$ cat src/rtl/matrix_pkg.sv
// Shared types and glyph tables for the 5x7 LED matrix scan decoder.
// Glyph masks are listed row 7 first so row 1 lands in the low bits.
package matrix_pkg;

    localparam int NCOL = 5;
    localparam int NROW = 7;
    localparam int NPIX = NCOL * NROW;

    typedef enum logic [3:0] {
        GLYPH_BLANK    = 4'h0,
        GLYPH_LVL_LOW  = 4'h1,
        GLYPH_LVL_MED  = 4'h2,
        GLYPH_LVL_HIGH = 4'h3,
        GLYPH_CRIT     = 4'h4,
        GLYPH_ERR      = 4'h5,
        GLYPH_PUMP_A   = 4'h6,
        GLYPH_PUMP_G   = 4'h7,
        GLYPH_PUMP_OFF = 4'h8,
        GLYPH_UNKNOWN  = 4'hF
    } glyph_e;

    typedef enum logic [1:0] {
        ST_HUNT    = 2'd0,
        ST_CAPTURE = 2'd1,
        ST_COMMIT  = 2'd2
    } scan_state_e;

    // Row-major masks: bits [5r+4:5r] = columns of row r+1, bit0 = column 1.
    localparam logic [NPIX-1:0] ROWS_BLANK    = '0;
    localparam logic [NPIX-1:0] ROWS_LVL_LOW  = {5'h00, 5'h1F, 5'h1F, 5'h1F, 5'h1F, 5'h1F, 5'h1F};
    localparam logic [NPIX-1:0] ROWS_LVL_MED  = {5'h00, 5'h1F, 5'h1F, 5'h00, 5'h1F, 5'h1F, 5'h1F};
    localparam logic [NPIX-1:0] ROWS_LVL_HIGH = {5'h00, 5'h1F, 5'h1F, 5'h00, 5'h1F, 5'h1F, 5'h00};
    localparam logic [NPIX-1:0] ROWS_CRIT     = {5'h00, 5'h1E, 5'h1E, 5'h00, 5'h1E, 5'h1E, 5'h00};
    localparam logic [NPIX-1:0] ROWS_ERR      = {5'h00, 5'h1E, 5'h1E, 5'h1E, 5'h1E, 5'h1E, 5'h00};
    localparam logic [NPIX-1:0] ROWS_PUMP_A   = {5'h0E, 5'h0E, 5'h00, 5'h0E, 5'h0E, 5'h0E, 5'h00};
    localparam logic [NPIX-1:0] ROWS_PUMP_G   = {5'h00, 5'h0E, 5'h0E, 5'h06, 5'h1E, 5'h1E, 5'h00};
    localparam logic [NPIX-1:0] ROWS_PUMP_OFF = {5'h00, 5'h0E, 5'h0E, 5'h0E, 5'h0E, 5'h0E, 5'h00};

    // Transpose a row-major mask into the column-major frame layout.
    function automatic logic [NPIX-1:0] rows_to_frame(input logic [NPIX-1:0] rows);
        logic [NPIX-1:0] f;
        f = '0;
        for (int c = 0; c < NCOL; c++) begin
            for (int r = 0; r < NROW; r++) begin
                f[c*NROW + r] = rows[r*NCOL + c];
            end
        end
        return f;
    endfunction

    function automatic glyph_e decode(input logic [NPIX-1:0] frame);
        if (frame == rows_to_frame(ROWS_BLANK))    return GLYPH_BLANK;
        if (frame == rows_to_frame(ROWS_LVL_LOW))  return GLYPH_LVL_LOW;
        if (frame == rows_to_frame(ROWS_LVL_MED))  return GLYPH_LVL_MED;
        if (frame == rows_to_frame(ROWS_LVL_HIGH)) return GLYPH_LVL_HIGH;
        if (frame == rows_to_frame(ROWS_CRIT))     return GLYPH_CRIT;
        if (frame == rows_to_frame(ROWS_ERR))      return GLYPH_ERR;
        if (frame == rows_to_frame(ROWS_PUMP_A))   return GLYPH_PUMP_A;
        if (frame == rows_to_frame(ROWS_PUMP_G))   return GLYPH_PUMP_G;
        if (frame == rows_to_frame(ROWS_PUMP_OFF)) return GLYPH_PUMP_OFF;
        return GLYPH_UNKNOWN;
    endfunction

endpackage

$ cat src/rtl/matrix_scan_decoder_scan_qualifier.sv
// Column settle filter: strobes once when a column value has been stable for
// SETTLE_CYC consecutive cycles, classified as a single column or multi-hot.
module scan_qualifier
    import matrix_pkg::*;
#(
    parameter int SETTLE_CYC = 4
) (
    input  logic            clk_i,
    input  logic            rstn_i,
    input  logic [NCOL-1:0] col_i,
    output logic            col_chg_o,
    output logic            col_qual_o,
    output logic            multi_qual_o,
    output logic [2:0]      col_idx_o
);

    localparam int CW = $clog2(SETTLE_CYC + 1);
    localparam logic [CW-1:0] SETTLE = CW'(SETTLE_CYC);

    logic [NCOL-1:0] prev_q;
    logic [CW-1:0]   run_q, run_d;
    logic            settle_hit;

    always_comb begin
        col_chg_o = (col_i != prev_q);
        if (col_chg_o) begin
            run_d = CW'(1);
        end else if (run_q != SETTLE) begin
            run_d = run_q + 1'b1;
        end else begin
            run_d = run_q;
        end
        // Saturation keeps the strobe to exactly one cycle per stable stretch.
        settle_hit = (run_d == SETTLE) && (col_chg_o || (run_q != SETTLE));

        col_idx_o = 3'd0;
        for (int i = 0; i < NCOL; i++) begin
            if (col_i[i]) col_idx_o = 3'(i);
        end

        col_qual_o   = settle_hit && $onehot(col_i);
        multi_qual_o = settle_hit && ($countones(col_i) > 1);
    end

    always_ff @(posedge clk_i or negedge rstn_i) begin
        if (!rstn_i) begin
            prev_q <= '0;
            run_q  <= '0;
        end else begin
            prev_q <= col_i;
            run_q  <= run_d;
        end
    end

endmodule

$ cat src/rtl/matrix_scan_decoder.sv
// Rebuilds 5x7 matrix frames from the scan lines, checks the column order and
// reports a confirmed glyph. Define MATRIX_SYNC_EN for an asynchronous driver.
module matrix_scan_decoder
    import matrix_pkg::*;
#(
    parameter int SETTLE_CYC    = 4,
    parameter int TIMEOUT_CYC   = 1024,
    parameter int STABLE_FRAMES = 2
) (
    input  logic            clk,
    input  logic            rstn,
    input  logic [NCOL-1:0] col_i,
    input  logic [NROW-1:0] lin_i,
    output logic [NPIX-1:0] frame_o,
    output logic            frame_valid,
    output logic [3:0]      symbol,
    output logic            symbol_valid,
    output logic            scan_err,
    output scan_state_e     dbg_state_o
);

    localparam int TW = $clog2(TIMEOUT_CYC + 1);
    localparam int MW = $clog2(STABLE_FRAMES + 1);
    localparam logic [TW-1:0] TMO_MAX   = TW'(TIMEOUT_CYC);
    localparam logic [MW-1:0] MATCH_MAX = MW'(STABLE_FRAMES);
    localparam logic [2:0]    LAST_COL  = 3'(NCOL - 1);

    logic [NCOL-1:0] col_s;
    logic [NROW-1:0] lin_s;

`ifdef MATRIX_SYNC_EN
    logic [NCOL-1:0] col_m_q, col_s_q;
    logic [NROW-1:0] lin_m_q, lin_s_q;

    always_ff @(posedge clk or negedge rstn) begin
        if (!rstn) begin
            col_m_q <= '0;
            col_s_q <= '0;
            lin_m_q <= '0;
            lin_s_q <= '0;
        end else begin
            col_m_q <= col_i;
            col_s_q <= col_m_q;
            lin_m_q <= lin_i;
            lin_s_q <= lin_m_q;
        end
    end

    assign col_s = col_s_q;
    assign lin_s = lin_s_q;
`else
    assign col_s = col_i;
    assign lin_s = lin_i;
`endif

    logic       col_chg, col_qual, multi_qual;
    logic [2:0] col_idx;

    scan_qualifier #(
        .SETTLE_CYC (SETTLE_CYC)
    ) u_qual (
        .clk_i        (clk),
        .rstn_i       (rstn),
        .col_i        (col_s),
        .col_chg_o    (col_chg),
        .col_qual_o   (col_qual),
        .multi_qual_o (multi_qual),
        .col_idx_o    (col_idx)
    );

    scan_state_e            state_q;
    logic [2:0]             col_exp_q;
    logic [NPIX-NROW-1:0]   shadow_q;
    logic [NPIX-1:0]        frame_q;
    logic                   frame_valid_q, symbol_valid_q, scan_err_q;
    logic [3:0]             symbol_q;
    logic [MW-1:0]          match_q, match_d;
    logic [TW-1:0]          tmo_q, tmo_inc;
    logic [NPIX-1:0]        new_frame;
    logic                   tmo_hit;

    always_comb begin
        // Column 5 is merged straight from the lines so the commit lands one
        // cycle after its capture.
        new_frame = {lin_s, shadow_q};
        tmo_inc   = tmo_q + 1'b1;
        tmo_hit   = (state_q == ST_CAPTURE) && (tmo_inc == TMO_MAX);
        if (new_frame != frame_q) begin
            match_d = MW'(1);
        end else if (match_q != MATCH_MAX) begin
            match_d = match_q + 1'b1;
        end else begin
            match_d = match_q;
        end
    end

    always_ff @(posedge clk or negedge rstn) begin
        if (!rstn) begin
            state_q        <= ST_HUNT;
            col_exp_q      <= 3'd0;
            shadow_q       <= '0;
            frame_q        <= '0;
            frame_valid_q  <= 1'b0;
            symbol_q       <= 4'h0;
            symbol_valid_q <= 1'b0;
            scan_err_q     <= 1'b0;
            match_q        <= '0;
            tmo_q          <= '0;
        end else begin
            frame_valid_q <= 1'b0;
            scan_err_q    <= 1'b0;
            case (state_q)
                ST_CAPTURE: begin
                    tmo_q <= col_chg ? TW'(1) : tmo_inc;
                    if (tmo_hit || multi_qual || (col_qual && col_idx != col_exp_q
                                                  && col_idx != col_exp_q - 3'd1)) begin
                        scan_err_q     <= 1'b1;
                        symbol_valid_q <= 1'b0;
                        match_q        <= '0;
                        shadow_q       <= '0;
                        tmo_q          <= '0;
                        state_q        <= ST_HUNT;
                    end else if (col_qual && col_idx == col_exp_q) begin
                        if (col_exp_q == LAST_COL) begin
                            frame_q       <= new_frame;
                            frame_valid_q <= 1'b1;
                            match_q       <= match_d;
                            if (match_d >= MATCH_MAX) begin
                                symbol_q       <= decode(new_frame);
                                symbol_valid_q <= 1'b1;
                            end
                            tmo_q   <= '0;
                            state_q <= ST_COMMIT;
                        end else begin
                            shadow_q[int'(col_exp_q)*NROW +: NROW] <= lin_s;
                            col_exp_q <= col_exp_q + 3'd1;
                        end
                    end
                end
                default: begin
                    // HUNT and the one-cycle COMMIT both wait for column 1.
                    state_q <= ST_HUNT;
                    tmo_q   <= '0;
                    if (multi_qual) begin
                        scan_err_q     <= 1'b1;
                        symbol_valid_q <= 1'b0;
                        match_q        <= '0;
                        shadow_q       <= '0;
                    end else if (col_qual && col_idx == 3'd0) begin
                        shadow_q[NROW-1:0] <= lin_s;
                        col_exp_q          <= 3'd1;
                        tmo_q              <= TW'(SETTLE_CYC);
                        state_q            <= ST_CAPTURE;
                    end
                end
            endcase
        end
    end

    assign frame_o      = frame_q;
    assign frame_valid  = frame_valid_q;
    assign symbol       = symbol_q;
    assign symbol_valid = symbol_valid_q;
    assign scan_err     = scan_err_q;
    assign dbg_state_o  = state_q;

endmodule

$ cat config.mk
export PLATFORM = sky130hd
export DESIGN_NAME = matrix_scan_decoder
export DESIGN_NICKNAME = d
export VERILOG_FILES = /design/src/rtl/matrix_pkg.sv /design/src/rtl/matrix_scan_decoder_scan_qualifier.sv /design/src/rtl/matrix_scan_decoder.sv
export SDC_FILE = /design/constraint.sdc
export NUM_CORES = 1
export LEC_CHECK = 0
export CORE_ASPECT_RATIO = 0.8
export CORE_UTILIZATION = 37
export CTS_CLUSTER_DIAMETER = 50
export DETAILED_ROUTE_END_ITERATION = 16
export PLACE_DENSITY_LB_ADDON = 0.08
export SLEW_MARGIN = 15
export SYNTH_ARGS = -nofsm -noshare
export SYNTH_HDL_FRONTEND = slang
export SYNTH_SLANG_ARGS = --single-unit
$ cat constraint.sdc
create_clock -name clk -period 5.4 [get_ports clk]
set_input_delay 0.54 -clock clk [delete_from_list [all_inputs] [get_ports clk]]
set_output_delay 0.54 -clock clk [all_outputs]
set_load 0.005 [all_outputs]
==> results by group, run 1 <==
Routing
  – Remaining DRCs: 0
  – Drt wl/cell: between 15 and 20 um
  – Via count: 4162
  – Drt via density: 5.47
  – Drt pass-1 iters: 5
  – DRT antenna net count: 0
  – DR iter-0 viols: 319
  – WL final: 14.3 mm

Place
  – Post-DP Area: about 5900 um2
  – Port Buffers: 57
  – RePlAce Congestion: 0.851
  – Hpwl dp: 10.6 mm

Global routing
  – Initial antenna violation count: 0
  – First-pass GRT wire length: 22.9 mm
  – Vias in the first global route: 4020
  – GR Util All Layers: a little over a fifth
  – Gr ovfl total: 0
  – Largest net degree at the start of global routing: 73

Floorplanning
  – Initial Util: 38.1%
  – Die Ht: roughly 110 um
  – Die Footprint: 14500 um2
  – IO Count: 58
  – Area of the core: approximately 14000 um2
  – Core Rows: 38
  – Die extent in x: 135 um

Synthesis
  – Synth Warn #: 0
  – Top_reg_cell synth: dfrtp_1
  – Cell Area, Synth: 5200 um2
  – Seq cells post-synth: 96
  – Number of synthesized flops with an enable pin: 0
  – Count of different cell masters after synthesis: between 50 and 60
  – Syn Inst Count: 524
  – Seq/Total Area, Yosys: 46.2%
  – Async SR Flop Fraction: 100%
  – Post-Syn Nets: 553
  – Syn avg cell area: 9.93 um2

Run
  – MaxCap Viol Count: 0

Layout
  – Layout Nets: a little over 600
  – P&R area growth vs syn: 20.0%
  – Antenna cells: 0
  – Register area: 2400 um2
  – Multi-input gate area: 2540 um2
  – Fillers: 1316
  – Finished Cell Area: 6250 um2
  – Share of layout cells above drive strength 1: 8.78%

Critical path
  – Critical-path top delay cell: clkdlybuf4s50_1
  – Crit path cell chain: clkdlybuf4s50_1 -> inv_1 -> ha_1 -> inv_1 -> fa_1 -> fa_1 -> nand2_1 -> and4_1 -> a31oi_1 -> and3_1 -> nand2_1 -> buf_4 -> mux2_2
  – Critical Path AT: about 4.7 ns
  – Critical path type: primary input to flip-flop
  – CP max stage delay: 0.61 ns
  – Bufs and invs on worst path: 4
  – CP Capture Type: flip-flop
  – CP Launch Type: primary input
  – CP delay by family, top: simple AND/OR/NAND/NOR gates
  – Crit path required time: 5.63 ns
  – Crit Path Max Fanout: 32

STA
  – Worst-Margin Slew: 0.914 ns
  – Max-slew violations: 0
  – Post-layout min period: between 4 and 5 ns
  – Final hold vios: 0
  – Worst Skew: between 0.007 and 0.008 ns
  – FMAX: 223 MHz
  – Setup violators final: 0
  – Slew HR: 39.1%
  – Final critical-path share of the clock period: 82.9%
  – Unrepaired setup endpoints after global routing: false
  – Setup TNS: 0 ns

Clock network
  – Post-CTS Resized: 0
  – Setup Buffers After CTS: 0
  – Longest Clk Path Bufs: 2
  – CTS clk-pin slew, worst paths: 0.07 ns
  – Clock buffer count from CTS: 9
  – Root Buffer: clkbuf_16
  – Num Clock Sinks: between 90 and 100
  – TritonCTS clock tree: yes
  – Hold buffers post-CTS: 0
  – H-Tree Depth: 3
  – Clk_lat worst skew: approximately 0.35 ns

Status
  – Outcome: finished, final reports clean

Pwr
  – Peak supply drop: 164 uV
  – Power per standard cell area: around 230 nW/um2
  – Static leakage: 0.00277 uW

Worst hold path
  – Worst hold path class: primary input to async pin
-- power by group --
part	switching, uW	total (uW)	internal [uW]	leakage [uW]
combinational	48.2	71.0	22.8	0.00143
sequential	2.98	725	722	0.00120
clock	297	661	363	0.000140
-- kinds of logic (layout without fill, tap and decap cells) --
family          count (synthesis)  after routing  synth area share, %
flops                          96             96                 46.2
xor+xnor                       54             54                 9.09
simple gates                  159            159                 17.8
fa+ha+maj                      15             15                 3.90
mux                            20             20                 4.14
buf+inv                        66            123                 4.93
compound gates                114            114                 14.0
-- placed cells by master (no fill, tap or decap), types with 6 or more instances in the layout --
master           count
dfrtp_1             96
o21ai_0             60
clkdlybuf4s50_1     56
inv_1               46
xor2_1              42
nand2_1             25
nor2_1              24
nor4_1              22
nand3_1             20
o22ai_1             17
nand4_1             15
ha_1                13
xnor2_1             12
mux2_2              12
clkbuf_16            9
and3_1               8
mux2i_1              8
nor3_1               7
a22o_1               7
a21oi_1              6
-- synth_stat cells (3+ instances only) --
library cell / instances / area, um2
nor2b_1: 5 / 31.3
and4_1: 4 / 35.0
ha_1: 13 / 163
xor2_1: 42 / 368
nor3_1: 7 / 35.0
o22ai_1: 17 / 106
clkbuf_1: 15 / 56.3
or4_1: 4 / 30.0
nor4_1: 22 / 138
nand4_1: 15 / 93.8
or3_1: 3 / 18.8
xnor2_1: 12 / 105
nand3_1: 20 / 100
dfrtp_1: 96 / 2400
buf_2: 4 / 20.0
nand2_1: 25 / 93.8
a31oi_1: 3 / 18.8
or2_2: 4 / 25.0
and3_1: 8 / 50.1
a21oi_1: 6 / 30.0
inv_1: 46 / 173
nor2_1: 24 / 90.1
o21ai_0: 60 / 300
a22o_1: 7 / 61.3
mux2_2: 12 / 135
mux2i_1: 8 / 80.1
-- through the flow --
step	std cells	worst slack (ns)	total power, uW	hold slack, ns	util (%)
3_5_place_dp	745	0.626	811	0.475	43.6
4_1_cts	761	0.987	1470	0.0957	45.8
3_3_place_gp	745	0.812	810	0.472	43.6
5_1_grt	761	0.741	1510	0.111	45.8
6_report	761	0.924	1460	0.0920	45.8
2_1_floorplan	524	2.07	771	0.244	-
-- registers in the layout, summed over array words and instances (netlist names), 2 cells and up --
signal and count:
shadow_q 28, col_exp_q 3, frame_o 35, symbol 4
match_q 2, dbg_state_o 2, u_qual.run_q 3, tmo_q 11
u_qual.prev_q 5
-- area by class of cell --
type | count | area share [%]
clock buffer | 9 | 3.61
clock inverter | 7 | 1.24
inverter | 46 | 2.76
multi-input combinational | 362 | 40.7
sequential | 96 | 38.5
tap | 180 | 3.61
timing repair buffer | 61 | 9.58
-- per-layer routing --
metal	part of all wire, %	track usage (%)	wire [um]
met4	0.79	4.41	113
met2	41	29.3	5930
met1	51	32.3	7250
met3	7.1	5.20	1020
met5	0	0	0
-- path summary, 6_finish.rpt --
kind / start / end / depth (start not counted) / slack, ns
setup / recovery: col_i[3] / frame_o[14] / 13 / 0.92
hold / removal: rstn / tmo_q[1] / 1 / 0.09
setup reg to reg: col_exp_q[0] / frame_o[14] / 11 / 1.64
hold reg to reg: symbol[1] / symbol[1] / 1 / 0.51
max in group asynchronous: rstn / symbol_valid / 2 / 4.09
min in group clk: symbol[1] / symbol[1] / 1 / 0.51
Note: power is estimated with default switching activity, not from simulation.
==> run 2: changes to the inputs <==
==> constraint.sdc (replaced) <==
create_clock -name clk -period 4.6 [get_ports clk]
set_input_delay 0.46 -clock clk [delete_from_list [all_inputs] [get_ports clk]]
set_output_delay 0.46 -clock clk [all_outputs]
set_load 0.005 [all_outputs]
==> results by group, run 2 (synthesized netlist as in run 1, its figures left out) <==
Routing
  – Remaining DRCs: 0 (unchanged)
  – Drt via density: 5.48 (was 5.47)
  – DR iter-0 viols: 346 (was 319)
  – Drt pass-1 iters: 4 (was 5)
  – DRT antenna net count: 0 (unchanged)
  – Via count: 4187 (was 4162)
  – WL final: 14.5 mm (was 14.3 mm)
  – Drt wl/cell: 19.0 um (was 18.8 um)

Critical path
  – CP Launch Type: primary input (unchanged)
  – CP Capture Type: flip-flop (unchanged)
  – Critical path type: primary input to flip-flop (unchanged)
  – Crit path required time: 4.87 ns (was 5.63 ns)
  – Crit Path Max Fanout: 10 (was 32)
  – Critical Path AT: 4.19 ns (was 4.71 ns)

Place
  – RePlAce Congestion: 0.864 (was 0.851)
  – Post-DP Area: 5980 um2 (was 5940 um2)
  – Port Buffers: 57 (unchanged)
  – Hpwl dp: 10.7 mm (was 10.6 mm)

Floorplanning
  – Area of the core: 13600 um2 (unchanged)
  – Die extent in x: 135 um (unchanged)
  – Die Footprint: 14500 um2 (unchanged)
  – Initial Util: 38.1% (unchanged)
  – IO Count: 58 (unchanged)
  – Core Rows: 38 (unchanged)
  – Die Ht: 108 um (unchanged)

STA
  – Slew HR: 48.1% (was 39.1%)
  – Max-slew violations: 0 (unchanged)
  – Unrepaired setup endpoints after global routing: false (unchanged)
  – Setup violators final: 0 (unchanged)
  – FMAX: 255 MHz
  – Worst Skew: 0.00732 ns (was 0.00741 ns)
  – Final critical-path share of the clock period: 85.2%
  – Setup TNS: 0 ns (unchanged)
  – Final hold vios: 0 (unchanged)
  – Post-layout min period: 3.92 ns
  – Worst-Margin Slew: 0.778 ns (was 0.914 ns)

Global routing
  – Largest net degree at the start of global routing: 60 (was 73)
  – First-pass GRT wire length: 23.4 mm (was 22.9 mm)
  – Initial antenna violation count: 0 (unchanged)
  – Gr ovfl total: 0 (unchanged)
  – GR Util All Layers: 21.7% (was 21.0%)
  – Vias in the first global route: 4091 (was 4020)

Clock network
  – CTS clk-pin slew, worst paths: 0.07 ns (about the same)
  – Root Buffer: clkbuf_16 (unchanged)
  – Clock buffer count from CTS: 9 (unchanged)
  – TritonCTS clock tree: yes (unchanged)
  – Clk_lat worst skew: 0.36 ns (was 0.35 ns)
  – Setup Buffers After CTS: 0 (unchanged)
  – Hold buffers post-CTS: 0 (unchanged)
  – Num Clock Sinks: 96 (unchanged)
  – Post-CTS Resized: 0 (unchanged)
  – H-Tree Depth: 3 (unchanged)
  – Longest Clk Path Bufs: 2 (unchanged)

Status
  – Outcome: finished, final reports clean (unchanged)

Pwr
  – Power per standard cell area: 274 nW/um2 (was 233 nW/um2)
  – Static leakage: 0.00280 uW (was 0.00277 uW)
  – Peak supply drop: 199 uV (was 164 uV)

Layout
  – Commonest non-fill, non-tap cell in the layout: dfrtp_1 (unchanged)
  – P&R area growth vs syn: 20.9% (was 20.0%)
  – Antenna cells: 0 (unchanged)
  – Share of layout cells above drive strength 1: 9.25% (was 8.78%)
  – Layout Nets: 608 (was 605)
  – Leading cell types in the layout, fill and taps excluded: dfrtp_1, o21ai_0, clkdlybuf4s50_1, inv_1, xor2_1 (unchanged)
  – Fillers: 1286 (was 1316)
  – Finished Cell Area: 6290 um2 (was 6250 um2)
  – Max reg flops: 35 (unchanged)

Worst hold path
  – Worst hold path class: primary input to async pin (unchanged)

Run
  – MaxCap Viol Count: 0 (unchanged)
## run 2: final cells by class
class	count	area, um2	share of cell area (%)
clock buffer	9	225	3.58
timing repair buffer	64	633	10.1
multi-input combinational	362	2540	40.5
clock inverter	7	86.3	1.37
tap	180	225	3.58
inverter	46	173	2.75
sequential	96	2400	38.2
## run 2: critical path, stage by stage
cell and delay [ns]:
clkdlybuf4s50_1 0.61, inv_1 0.07, ha_1 0.27, inv_1 0.04
fa_1 0.39, fa_1 0.49, nand2_1 0.11, and4_1 0.24
a31oi_1 0.35, and3_1 0.28, buf_4 0.22, nand4_1 0.37
o22ai_1 0.26
## run 2: report_power, final
part           total, uW  internal, uW  switching (uW)
Combinational       84.1          26.9            57.2
Clock                787           433             354
Sequential           851           848            3.57
Total               1720          1310             415
## run 2: metrics by stage
| step | util [%] | total power (uW) | instances | hold WS [ns] | setup WS (ns) |
|---|---|---|---|---|---|
| 2_1_floorplan | - | 905 | 524 | 0.164 | 1.35 |
| 6_report | 46.1 | 1720 | 764 | 0.188 | 0.683 |
| 3_5_place_dp | 43.8 | 953 | 748 | 0.502 | 0.362 |
| 5_1_grt | 46.1 | 1800 | 764 | 0.248 | 0.500 |
| 4_1_cts | 46.1 | 1750 | 764 | 0.215 | 0.731 |
| 3_3_place_gp | 43.8 | 951 | 748 | 0.493 | 0.481 |
## run 2: worst paths after layout
path	start	to	slack [ns]	cells past startpoint
min	rstn	tmo_q[10]	0.19	1
max in group asynchronous	rstn	shadow_q[21]	3.42	2
min reg2reg	symbol[2]	symbol[2]	0.51	1
max reg2reg	col_exp_q[0]	frame_o[14]	1.20	11
min in group clk	symbol[2]	symbol[2]	0.51	1
max	col_i[3]	shadow_q[24]	0.68	13
## run 2: per-layer routing
metal / vias up / routed length [um] / track usage [%]
li1: 1979 / - / -
met1: 2078 / 7670 / 33.9
met2: 115 / 5880 / 29.4
met3: 15 / 776 / 4.27
met4: 0 / 200 / 6.90
met5: - / 0 / 0
==> run 3: changes to the inputs <==
--- a/config.mk
+++ b/config.mk
@@ -6,7 +6,7 @@
 export NUM_CORES = 1
 export LEC_CHECK = 0
 export CORE_ASPECT_RATIO = 0.8
-export CORE_UTILIZATION = 37
+export CORE_UTILIZATION = 40
 export CTS_CLUSTER_DIAMETER = 50
 export DETAILED_ROUTE_END_ITERATION = 16
 export PLACE_DENSITY_LB_ADDON = 0.08
==> results by group, run 3 (synthesized netlist as in run 1, its figures left out) <==
STA
  – Unrepaired setup endpoints after global routing: false (unchanged)
  – Setup slack after layout: 0.662 ns (was 0.683 ns)
  – Max-slew violations: 0 (unchanged)
  – Final hold vios: 0 (unchanged)
  – Setup TNS: 0 ns (unchanged)
  – Post-layout min period: 3.94 ns (was 3.92 ns)
  – Worst Skew: 0.00744 ns (was 0.00732 ns)
  – FMAX: 254 MHz (was 255 MHz)
  – Setup violators final: 0 (unchanged)
  – Slew HR: 50.8% (was 48.1%)
  – Final critical-path share of the clock period: 85.6% (was 85.2%)
  – Worst-Margin Slew: 0.738 ns (was 0.778 ns)

Critical path
  – Crit path required time: 4.85 ns (was 4.87 ns)
  – Critical path type: primary input to flip-flop (unchanged)
  – CP max stage delay: 0.59 ns (was 0.61 ns)
  – CP Launch Type: primary input (unchanged)
  – Critical Path AT: 4.19 ns (about the same)
  – Crit path cell chain: clkdlybuf4s50_1 -> inv_1 -> ha_1 -> inv_1 -> fa_1 -> fa_1 -> nand2_1 -> and4_1 -> a31oi_1 -> and3_1 -> buf_4 -> nand3_1 -> o21ai_0 (was clkdlybuf4s50_1 -> inv_1 -> ha_1 -> inv_1 -> fa_1 -> fa_1 -> nand2_1 -> and4_1 -> a31oi_1 -> and3_1 -> buf_4 -> nand4_1 -> o22ai_1)
  – Bufs and invs on worst path: 4 (unchanged)
  – Crit Path Max Fanout: 10 (unchanged)
  – Critical-path top delay cell: clkdlybuf4s50_1 (unchanged)
  – CP Capture Type: flip-flop (unchanged)
  – CP delay by family, top: adder cells (unchanged)

Routing
  – Drt wl/cell: 19.2 um (was 19.0 um)
  – Remaining DRCs: 0 (unchanged)
  – Drt via density: 5.62 (was 5.48)
  – WL final: 14.5 mm (about the same)
  – Via count: 4252 (was 4187)
  – DR iter-0 viols: 330 (was 346)
  – DRT antenna net count: 0 (unchanged)
  – Drt pass-1 iters: 5 (was 4)

Pwr
  – Gate power share: 4.8% (was 4.9%)
  – Net Sw Frac: 22.3% (was 24.1%)
  – Static leakage: 0.00282 uW (was 0.00280 uW)
  – Peak supply drop: 159 uV (was 199 uV)
  – Clock power frac: 48.2% (was 45.7%)
  – Pint: 1410 uW (was 1310 uW)
  – Seq pwr share: 47.0% (was 49.4%)
  – Psw: 404 uW (was 415 uW)
  – Power per standard cell area: 288 nW/um2 (was 274 nW/um2)

Layout
  – Max reg flops: 35 (unchanged)
  – Layout Nets: 609 (was 608)
  – Finished Cell Area: 6300 um2 (was 6290 um2)
  – Final std cells w/o fill: 756 (was 764)
  – Fillers: 1179 (was 1286)
  – Antenna cells: 0 (unchanged)
  – Commonest non-fill, non-tap cell in the layout: dfrtp_1 (unchanged)
  – Share of layout cells above drive strength 1: 9.40% (was 9.25%)
  – P&R area growth vs syn: 21.2% (was 20.9%)
  – Leading cell types in the layout, fill and taps excluded: dfrtp_1, o21ai_0, clkdlybuf4s50_1, inv_1, xor2_1 (unchanged)
  – Finished Core Util: 50.7% (was 46.1%)

Clock network
  – Num Clock Sinks: 96 (unchanged)
  – TritonCTS clock tree: yes (unchanged)
  – Hold buffers post-CTS: 0 (unchanged)
  – Clock buffer count from CTS: 9 (unchanged)
  – CTS clk-pin slew, worst paths: 0.07 ns (about the same)
  – Post-CTS Resized: 0 (unchanged)
  – Setup Buffers After CTS: 0 (unchanged)
  – Longest Clk Path Bufs: 2 (unchanged)
  – H-Tree Depth: 3 (unchanged)
  – Clk_lat worst skew: 0.34 ns (was 0.36 ns)
  – Root Buffer: clkbuf_16 (unchanged)

Global routing
  – Initial antenna violation count: 0 (unchanged)
  – Gr ovfl total: 0 (unchanged)
  – GR Util All Layers: 22.9% (was 21.7%)
  – Vias in the first global route: 4120 (was 4091)
  – First-pass GRT wire length: 23.3 mm (was 23.4 mm)
  – Largest net degree at the start of global routing: 58 (was 60)

Floorplanning
  – Area of the core: 12400 um2 (was 13600 um2)
  – Die Footprint: 13500 um2 (was 14500 um2)
  – Core Rows: 36 (was 38)
  – Die extent in x: 130 um (was 135 um)
  – Die Ht: 104 um (was 108 um)
  – Initial Util: 41.9% (was 38.1%)
  – IO Count: 58 (unchanged)

Place
  – Pre-CTS WS: 0.402 ns (was 0.362 ns)
  – Hpwl dp: 10.6 mm (was 10.7 mm)
  – Port Buffers: 57 (unchanged)
  – RePlAce Congestion: 0.859 (was 0.864)
  – Cells after DPL: 740 (was 748)
  – Post-DP Area: 5960 um2 (was 5980 um2)

Worst hold path
  – Worst hold path class: primary input to async pin (unchanged)

Status
  – Outcome: finished, final reports clean (unchanged)

Run
  – MaxCap Viol Count: 0 (unchanged)
-- run 3: power by group through the flow --
stage,Clock [uW],Sequential [uW],Combinational [uW]
3_3_place_gp,0,867,87.3
4_1_cts,889,851,88.5
3_5_place_dp,0,868,88.2
6_report,874,851,87.5
2_1_floorplan,0,867,38.6
5_1_grt,918,851,98.3
-- run 3: per-layer routing --
metal	vias up	routed length, um	global-route usage, %
met3	11	1040	5.66
met4	0	92	4.15
met5	-	0	0
met2	139	6100	32.2
li1	1997	-	-
met1	2105	7300	35.4
-- run 3: area by class of cell --
cell class | count | area, um2 | area share, %
Tap cell | 171 | 214 | 3.39
Clock inverter | 7 | 118 | 1.87
Inverter | 46 | 173 | 2.74
Sequential cell | 96 | 2400 | 38.1
Timing Repair Buffer | 65 | 628 | 9.96
Multi-Input combinational cell | 362 | 2540 | 40.4
Clock buffer | 9 | 225 | 3.57
-- run 3: per-stage QoR --
stage               hold slack (ns)  power (uW)
floorplan                     0.164         905
global placement              0.494         955
detailed placement            0.496         956
CTS                           0.216        1830
global route                  0.241        1870
finish                        0.165        1810
-- run 3: worst paths after layout --
path                               from           to  slack [ns]  depth (start not counted)
max in group asynchronous          rstn  frame_o[13]        3.40                          2
max                            col_i[3]     tmo_q[2]        0.66                         13
max reg2reg                col_exp_q[0]  frame_o[15]        1.22                         11
min                                rstn     tmo_q[7]        0.17                          1
min in group clk              symbol[0]    symbol[0]        0.51                          1
min reg2reg                   symbol[0]    symbol[0]        0.51                          1
